[config.mk]
export PLATFORM = sky130hd
export DESIGN_NAME = mcp3002_responder
export DESIGN_NICKNAME = d
export VERILOG_FILES = /design/src/rtl/mcp3002_responder.sv
export SDC_FILE = /design/constraint.sdc
export NUM_CORES = 1
export LEC_CHECK = 0
export CORE_ASPECT_RATIO = 0.6
export CORE_MARGIN = 5
export CORE_UTILIZATION = 41
export DETAILED_ROUTE_END_ITERATION = 10
export PLACE_DENSITY_LB_ADDON = 0.2
export SKIP_LAST_GASP = 1
export SLEW_MARGIN = 20
export SYNTH_ARGS = -nofsm -noshare
export SYNTH_HDL_FRONTEND = slang
export SYNTH_SLANG_ARGS = --single-unit
export TNS_END_PERCENT = 30
[constraint.sdc]
create_clock -name _i_clk -period 1.7 [get_ports _i_clk]
set_input_delay 0.255 -clock _i_clk [delete_from_list [all_inputs] [get_ports _i_clk]]
set_output_delay 0.255 -clock _i_clk [all_outputs]
set_load 0.01 [all_outputs]
[src/rtl/mcp3002_responder.sv]
`default_nettype none
// +----------------------------------------------------------------------------+
// | Module   : mcp3002_responder                                               |
// | Purpose  : Emulates the SPI target side of an MCP3002 10-bit ADC.          |
// |            Optional LSB-first tail: define MCP3002_LSB_TAIL_EN.            |
// | Revision : 1.0                                                             |
// +----------------------------------------------------------------------------+
module mcp3002_responder #(
    parameter int SYNC_STAGES = 2
) (
    input  logic        _i_clk,
    input  logic        _i_rst,
    input  logic        _i_sclk_unsync,
    input  logic        _i_mosi_unsync,
    input  logic        _i_cs_unsync,
    input  logic [9:0]  _i_ch0_value,
    input  logic [9:0]  _i_ch1_value,
    output logic [13:0] __output
);

    typedef enum logic [2:0] {
        IDLE       = 3'd0,
        WAIT_START = 3'd1,
        CONFIG     = 3'd2,
        NULLBIT    = 3'd3,
        DATA       = 3'd4,
        TAIL       = 3'd5,
        DONE       = 3'd6
    } state_t;

    localparam logic [3:0] c_MSB_IDX = 4'd9;

    // Reset asserts immediately but is released only on a clock edge.
    logic [1:0] r_rst_pipe;
    logic       w_rst;

    always_ff @(posedge _i_clk or posedge _i_rst) begin
        if (_i_rst) begin
            r_rst_pipe <= 2'b11;
        end else begin
            r_rst_pipe <= {r_rst_pipe[0], 1'b0};
        end
    end

    assign w_rst = r_rst_pipe[1];

    logic [SYNC_STAGES-1:0] r_sclk_sync;
    logic [SYNC_STAGES-1:0] r_mosi_sync;
    logic [SYNC_STAGES-1:0] r_cs_sync;
    logic                   r_sclk_d;
    logic                   r_cs_d;
    logic                   w_sclk_s;
    logic                   w_mosi_s;
    logic                   w_cs_s;
    logic                   w_cs_fall;
    logic                   w_sclk_rise;
    logic                   w_sclk_fall;

    assign w_sclk_s = r_sclk_sync[SYNC_STAGES-1];
    assign w_mosi_s = r_mosi_sync[SYNC_STAGES-1];
    assign w_cs_s   = r_cs_sync[SYNC_STAGES-1];

    always_ff @(posedge _i_clk or posedge w_rst) begin
        if (w_rst) begin
            r_sclk_sync <= '0;
            r_mosi_sync <= '0;
            r_cs_sync   <= '1;
            r_sclk_d    <= 1'b0;
            r_cs_d      <= 1'b1;
        end else begin
            r_sclk_sync <= {r_sclk_sync[SYNC_STAGES-2:0], _i_sclk_unsync};
            r_mosi_sync <= {r_mosi_sync[SYNC_STAGES-2:0], _i_mosi_unsync};
            r_cs_sync   <= {r_cs_sync[SYNC_STAGES-2:0], _i_cs_unsync};
            r_sclk_d    <= w_sclk_s;
            r_cs_d      <= w_cs_s;
        end
    end

    // An sclk edge coinciding with the cs fall is not part of the frame.
    assign w_cs_fall   = ~w_cs_s & r_cs_d;
    assign w_sclk_rise = w_sclk_s & ~r_sclk_d & ~w_cs_fall;
    assign w_sclk_fall = ~w_sclk_s & r_sclk_d & ~w_cs_fall;

    state_t     r_state;
    state_t     w_nxt_state;
    logic [3:0] r_bit_cnt;
    logic [3:0] w_nxt_cnt;
    logic       r_sgl;
    logic       w_nxt_sgl;
    logic       r_odd;
    logic       w_nxt_odd;
    logic [9:0] r_code;
    logic [9:0] w_nxt_code;
    logic [9:0] w_conv;
    logic       r_miso;
    logic       w_nxt_miso;
    logic       r_miso_oe;
    logic       w_nxt_oe;
    logic       r_frame_done;
    logic       w_nxt_done;
    logic [9:0] r_last_code;
    logic [9:0] w_nxt_last_code;
    logic       r_last_channel;
    logic       w_nxt_last_ch;
`ifdef MCP3002_LSB_TAIL_EN
    logic       r_msbf;
    logic       w_nxt_msbf;
`endif

    // Differential results clamp at zero instead of wrapping.
    always_comb begin
        w_conv = '0;
        if (r_sgl) begin
            w_conv = r_odd ? _i_ch1_value : _i_ch0_value;
        end else if (!r_odd) begin
            if (_i_ch0_value >= _i_ch1_value) w_conv = _i_ch0_value - _i_ch1_value;
        end else begin
            if (_i_ch1_value >= _i_ch0_value) w_conv = _i_ch1_value - _i_ch0_value;
        end
    end

    always_comb begin
        w_nxt_state     = r_state;
        w_nxt_cnt       = r_bit_cnt;
        w_nxt_sgl       = r_sgl;
        w_nxt_odd       = r_odd;
        w_nxt_code      = r_code;
        w_nxt_miso      = r_miso;
        w_nxt_done      = 1'b0;
        w_nxt_last_code = r_last_code;
        w_nxt_last_ch   = r_last_channel;
`ifdef MCP3002_LSB_TAIL_EN
        w_nxt_msbf      = r_msbf;
`endif
        if (w_cs_s) begin
            w_nxt_state = IDLE;
            w_nxt_miso  = 1'b0;
        end else begin
            case (r_state)
                IDLE: begin
                    w_nxt_state = WAIT_START;
                    w_nxt_miso  = 1'b0;
                end
                WAIT_START: begin
                    w_nxt_miso = 1'b0;
                    if (w_sclk_rise && w_mosi_s) begin
                        w_nxt_state = CONFIG;
                        w_nxt_cnt   = 4'd0;
                    end
                end
                CONFIG: begin
                    w_nxt_miso = 1'b0;
                    if (w_sclk_rise) begin
                        w_nxt_cnt = r_bit_cnt + 4'd1;
                        if (r_bit_cnt == 4'd0) begin
                            w_nxt_sgl = w_mosi_s;
                        end else if (r_bit_cnt == 4'd1) begin
                            w_nxt_odd = w_mosi_s;
                        end else begin
`ifdef MCP3002_LSB_TAIL_EN
                            w_nxt_msbf = w_mosi_s;
`endif
                            w_nxt_code  = w_conv;
                            w_nxt_state = NULLBIT;
                        end
                    end
                end
                NULLBIT: begin
                    if (w_sclk_fall) begin
                        w_nxt_miso  = 1'b0;
                        w_nxt_cnt   = c_MSB_IDX;
                        w_nxt_state = DATA;
                    end
                end
                DATA: begin
                    if (w_sclk_fall) begin
                        w_nxt_miso = r_code[r_bit_cnt];
                        if (r_bit_cnt == 4'd0) begin
                            w_nxt_done      = 1'b1;
                            w_nxt_last_code = r_code;
                            w_nxt_last_ch   = r_odd;
`ifdef MCP3002_LSB_TAIL_EN
                            if (!r_msbf) begin
                                w_nxt_state = TAIL;
                                w_nxt_cnt   = 4'd1;
                            end else begin
                                w_nxt_state = DONE;
                            end
`else
                            w_nxt_state = DONE;
`endif
                        end else begin
                            w_nxt_cnt = r_bit_cnt - 4'd1;
                        end
                    end
                end
`ifdef MCP3002_LSB_TAIL_EN
                TAIL: begin
                    if (w_sclk_fall) begin
                        w_nxt_miso = r_code[r_bit_cnt];
                        if (r_bit_cnt == c_MSB_IDX) begin
                            w_nxt_state = DONE;
                        end else begin
                            w_nxt_cnt = r_bit_cnt + 4'd1;
                        end
                    end
                end
`endif
                DONE: begin
                    if (w_sclk_fall) w_nxt_miso = 1'b0;
                end
                default: begin
                    w_nxt_state = IDLE;
                    w_nxt_miso  = 1'b0;
                end
            endcase
        end
        w_nxt_oe = (w_nxt_state != IDLE) && (w_nxt_state != WAIT_START);
    end

    always_ff @(posedge _i_clk or posedge w_rst) begin
        if (w_rst) begin
            r_state        <= IDLE;
            r_bit_cnt      <= '0;
            r_sgl          <= 1'b0;
            r_odd          <= 1'b0;
            r_code         <= '0;
            r_miso         <= 1'b0;
            r_miso_oe      <= 1'b0;
            r_frame_done   <= 1'b0;
            r_last_code    <= '0;
            r_last_channel <= 1'b0;
`ifdef MCP3002_LSB_TAIL_EN
            r_msbf         <= 1'b0;
`endif
        end else begin
            r_state        <= w_nxt_state;
            r_bit_cnt      <= w_nxt_cnt;
            r_sgl          <= w_nxt_sgl;
            r_odd          <= w_nxt_odd;
            r_code         <= w_nxt_code;
            r_miso         <= w_nxt_miso;
            r_miso_oe      <= w_nxt_oe;
            r_frame_done   <= w_nxt_done;
            r_last_code    <= w_nxt_last_code;
            r_last_channel <= w_nxt_last_ch;
`ifdef MCP3002_LSB_TAIL_EN
            r_msbf         <= w_nxt_msbf;
`endif
        end
    end

    assign __output = {r_miso & r_miso_oe, r_miso_oe, r_frame_done, r_last_channel, r_last_code};

endmodule
`default_nettype wire

==> run_results.csv <==
group,metric,value,unit
run_status,run_status,"complete, but fails checks",
run_status,violations,"setup timing",
grt,grt_pass1_vias,3047,
cells_and_area,drive_gt1_share,35.7,%
worst_setup_path,r2r_setup_slack,-0.26,ns
worst_setup_path,startpoint,"_i_ch0_value[9]",
worst_setup_path,cp_max_fo,5,
synthesis,syn-num-nets,410,
sta,finalSetupViolations,21,
die,core-area,7420,µm²
clock_tree,cts_root_buf,"clkbuf_16",
sta,hold_viol_final,0,
synthesis,syn_avg_cell_area,8.85,µm²
clock_tree,clk_pin_slew,0.06,ns
worst_setup_path,rr_worst_depth,8,
sta,fin_ws,-0.584,ns
worst_setup_path,worstSetupStartpointType,"input pin",
placed_design,gp_congestion,0.954,
detailed_routing,dr.pass1.iters,5,
detailed_routing,routed_wl,9170,µm
die,die_h,78.3,µm
clock_tree,cts_sinks,43,
detailed_routing,avgViaCountPerCell,5.32,
sta,relSlewSlack,66.1,%
detailed_routing,drc,0,
die,die_area,9690,µm²
clock_tree,clock_path_buffers,2,
cells_and_area,fill_cells,636,
detailed_routing,wire_per_inst,15.6,µm
worst_setup_path,max_stage_delay,0.48,ns
sta,fin_worst_skew,0.00466,ns
pwr,p_leak,2.23,nW
placed_design,place_ws,-1.26,ns
pwr,ir_drop,0.000541,V
grt,grt_start_max_net_pins,42,
detailed_routing,ant_nets,0,
worst_setup_path,rr_startpoint,"r_cs_sync[1]",
grt,grt_use_total,20.0,%
placed_design,io_buffers,38,
sta,post-route-min-period,2.28,ns
die,die_w,124,µm
sta,finalHoldWorstSlack,0.300,ns
grt,antenna_found_initial,0,
die,std_cell_rows,24,
synthesis,synth_cell_types,61,
cells_and_area,n_antenna_cell,0,
synthesis,netlist_instances,360,
worst_setup_path,crit_slowest_cell,"clkdlybuf4s50_1",
cells_and_area,syn2layout_area_growth,49.8,%
sta,worst_pin_slew,0.508,ns
clock_tree,insertion_delay,0.28,ns
synthesis,async_flop_share,100,%
worst_setup_path,end_kind,"flop",
worst_setup_path,crit_type,"input pin to flop",
clock_tree,cts_tree,"yes",
synthesis,syn_area,3180,µm²
worst_setup_path,crit_chain,"clkdlybuf4s50_1, inv_1, ha_4, nand2_1, nor2_1, a2111oi_2, o21ai_1, and2_4, a211o_1, a22o_1",
die,start_util,42.9,%
sta,rsz0062_at_grt,"yes",
worst_setup_path,endpoint,"r_code[6]",
sta,period_share,134,%
run,drv_cap,0,
synthesis,ys_seq_area_share,34.0,%
grt,grt_pass1_wl,15100,µm
clock_tree,hold_buffers,0,
detailed_routing,num_vias,3118,
worst_setup_path,arrival,2.46,ns
clock_tree,htreeDepth,2,
die,io_pins,39,
synthesis,synth_ff_type,"dfrtp_1",
synthesis,yosysWarnings,0,
sta,report.final.slew_viol_count,0,
clock_tree,cts-buffers-inserted,5,
cells_and_area,nets,531,
min_path,min_path_type,"input pin to async pin",
detailed_routing,drtIter0Drc,352,
pwr,power_density,677,nW/µm²
synthesis,ys_seq_elements,43,
grt,grt_overflow,0,
placed_design,dp_hpwl,7060,µm
worst_setup_path,crit_required,1.87,ns
worst_setup_path,rr_endpoint,"r_bit_cnt[3]",
synthesis,synth-edff-count,0,
sta,max_freq,0.438,GHz
## report_power, final
| part | leakage [nW] | switching (mW) | total (mW) | internal, mW |
|---|---|---|---|---|
| sequential | 0.504 | 0.0635 | 1.16 | 1.09 |
| combinational | 1.65 | 0.552 | 1.17 | 0.619 |
| clock | 0.0679 | 0.357 | 0.899 | 0.542 |
| total | 2.23 | 0.973 | 3.23 | 2.26 |
## layout by cell type, fill, tap and decap left out, types with 3 or more instances in the layout
| cell | count |
|---|---|
| buf_4 | 92 |
| nand2_1 | 46 |
| dfrtp_1 | 38 |
| a21oi_1 | 26 |
| clkdlybuf4s50_1 | 22 |
| inv_1 | 18 |
| nor2_1 | 15 |
| ha_1 | 12 |
| inv_2 | 11 |
| o21ai_1 | 11 |
| mux2i_1 | 11 |
| ha_4 | 11 |
| nand3_1 | 10 |
| xnor2_1 | 9 |
| nor3b_1 | 8 |
| buf_6 | 8 |
| a31oi_1 | 7 |
| a21o_1 | 7 |
| dlygate4sd2_1 | 6 |
| dlymetal6s2s_1 | 6 |
| o21ai_0 | 5 |
| a22oi_2 | 5 |
| clkbuf_16 | 5 |
| dfstp_2 | 5 |
| nand2b_1 | 4 |
| nor2b_1 | 4 |
| nor3_1 | 4 |
| a22o_1 | 4 |
| nand4_1 | 3 |
| mux2_1 | 3 |
| nor3_4 | 3 |
| inv_4 | 3 |
| buf_8 | 3 |
## worst max-delay path, delay by kind of cell
kind            cells  cell delay (ns)
simple gates        3             0.36
fa+ha+maj           1             0.26
buf+inv             2             0.55
compound gates      4             1.02
## per-layer routing
layer  part of all wire, %  routed length [µm]  track usage, %  up-vias
met4                  0.46                  42            1.88        0
li1                      -                   -               -     1482
met5                     0                   0               0        -
met2                    40                3660            28.3      139
met3                    10                 921            6.39        6
met1                    50                4540            30.5     1491
## logic make-up after synthesis
logic type | share of synthesized area, %
and+or+nand+nor | 18.3
AOI/OAI and AO/OA | 19.1
buffers and inverters | 9.00
DFF | 34.0
adders and majority gates | 10.3
muxes | 5.93
xor gates and xnor gates | 3.30
other | 0.118
## worst min-delay path by stage
stage | startpoint | endpoint | slack [ns] | depth (start not counted)
final | _i_rst | r_rst_pipe[1] | 0.30 | 2
after CTS | _i_rst | r_rst_pipe[0] | 0.30 | 2
after detailed placement | r_mosi_sync[0] | r_mosi_sync[1] | 0.34 | 0
after global routing | _i_rst | r_rst_pipe[1] | 0.31 | 2
after global placement | r_sclk_sync[0] | r_sclk_sync[1] | 0.33 | 0
after floorplan | _i_rst | r_rst_pipe[0] | 0.17 | 1
## state kept, by name (all words and copies together), names as in the netlist
signal          flops
r_bit_cnt           4
r_code             10
r_cs_d              1
r_cs_sync           2
r_frame_done        1
r_last_channel      1
r_last_code        10
r_miso              1
r_miso_oe           1
r_mosi_sync         2
r_odd               1
r_rst_pipe          2
r_sclk_d            1
r_sclk_sync         2
r_sgl               1
r_state             3
## final cells by class
class	instances	area [µm²]	share of cell area [%]
multi-input combinational	258	2070	43.3
timing repair buffer	139	1190	25.0
sequential	43	1080	22.7
tap	104	130	2.73
clock buffer	7	133	2.78
inverter	34	160	3.36
clock inverter	1	5.00	0.105
## through the flow
step / area, µm² / utilization (%) / total power [mW] / std cells / TNS, ns
detailed placement: 4280 / 57.7 / 2.17 / 567 / -12.58
floorplan: 3260 / - / 1.74 / 360 / -4.32
finish: 4770 / 64.3 / 3.23 / 586 / -5.93
global placement: 4280 / 57.7 / 2.16 / 567 / -12.32
CTS: 4640 / 62.6 / 3.19 / 582 / -6.67
global route: 4770 / 64.3 / 3.41 / 586 / -8.90
## cell usage after synthesis, drive strengths merged (3+ instances only)
library cell  count  area (µm²)
nor3b             9        72.6
inv              34         128
nand4             4        40.0
ha               23         288
nor2b             5        38.8
dfrtp            38         951
a21o              7        52.6
nor2             16        60.1
xnor2            10        87.6
nand3            10        50.1
a21oi            29         156
nand2            46         173
a31oi             8        56.3
mux2              3        33.8
and3              3        25.0
mux2i            11         110
a22o              4        35.0
nand2b            4        25.0
o21ai            16        80.1
a22oi             5        37.5
buf              14         118
clkbuf           11        41.3
dfstp             5         131
nor3              9        50.1
## repair_timing
action                                  in CTS  in global routing
buffers inserted                             7                  5
pin swaps                                   19                 26
gates resized for setup                     57                 29
endpoints found under the setup margin      21                 31
No activity file was read; power rests on OpenSTA's default activity.
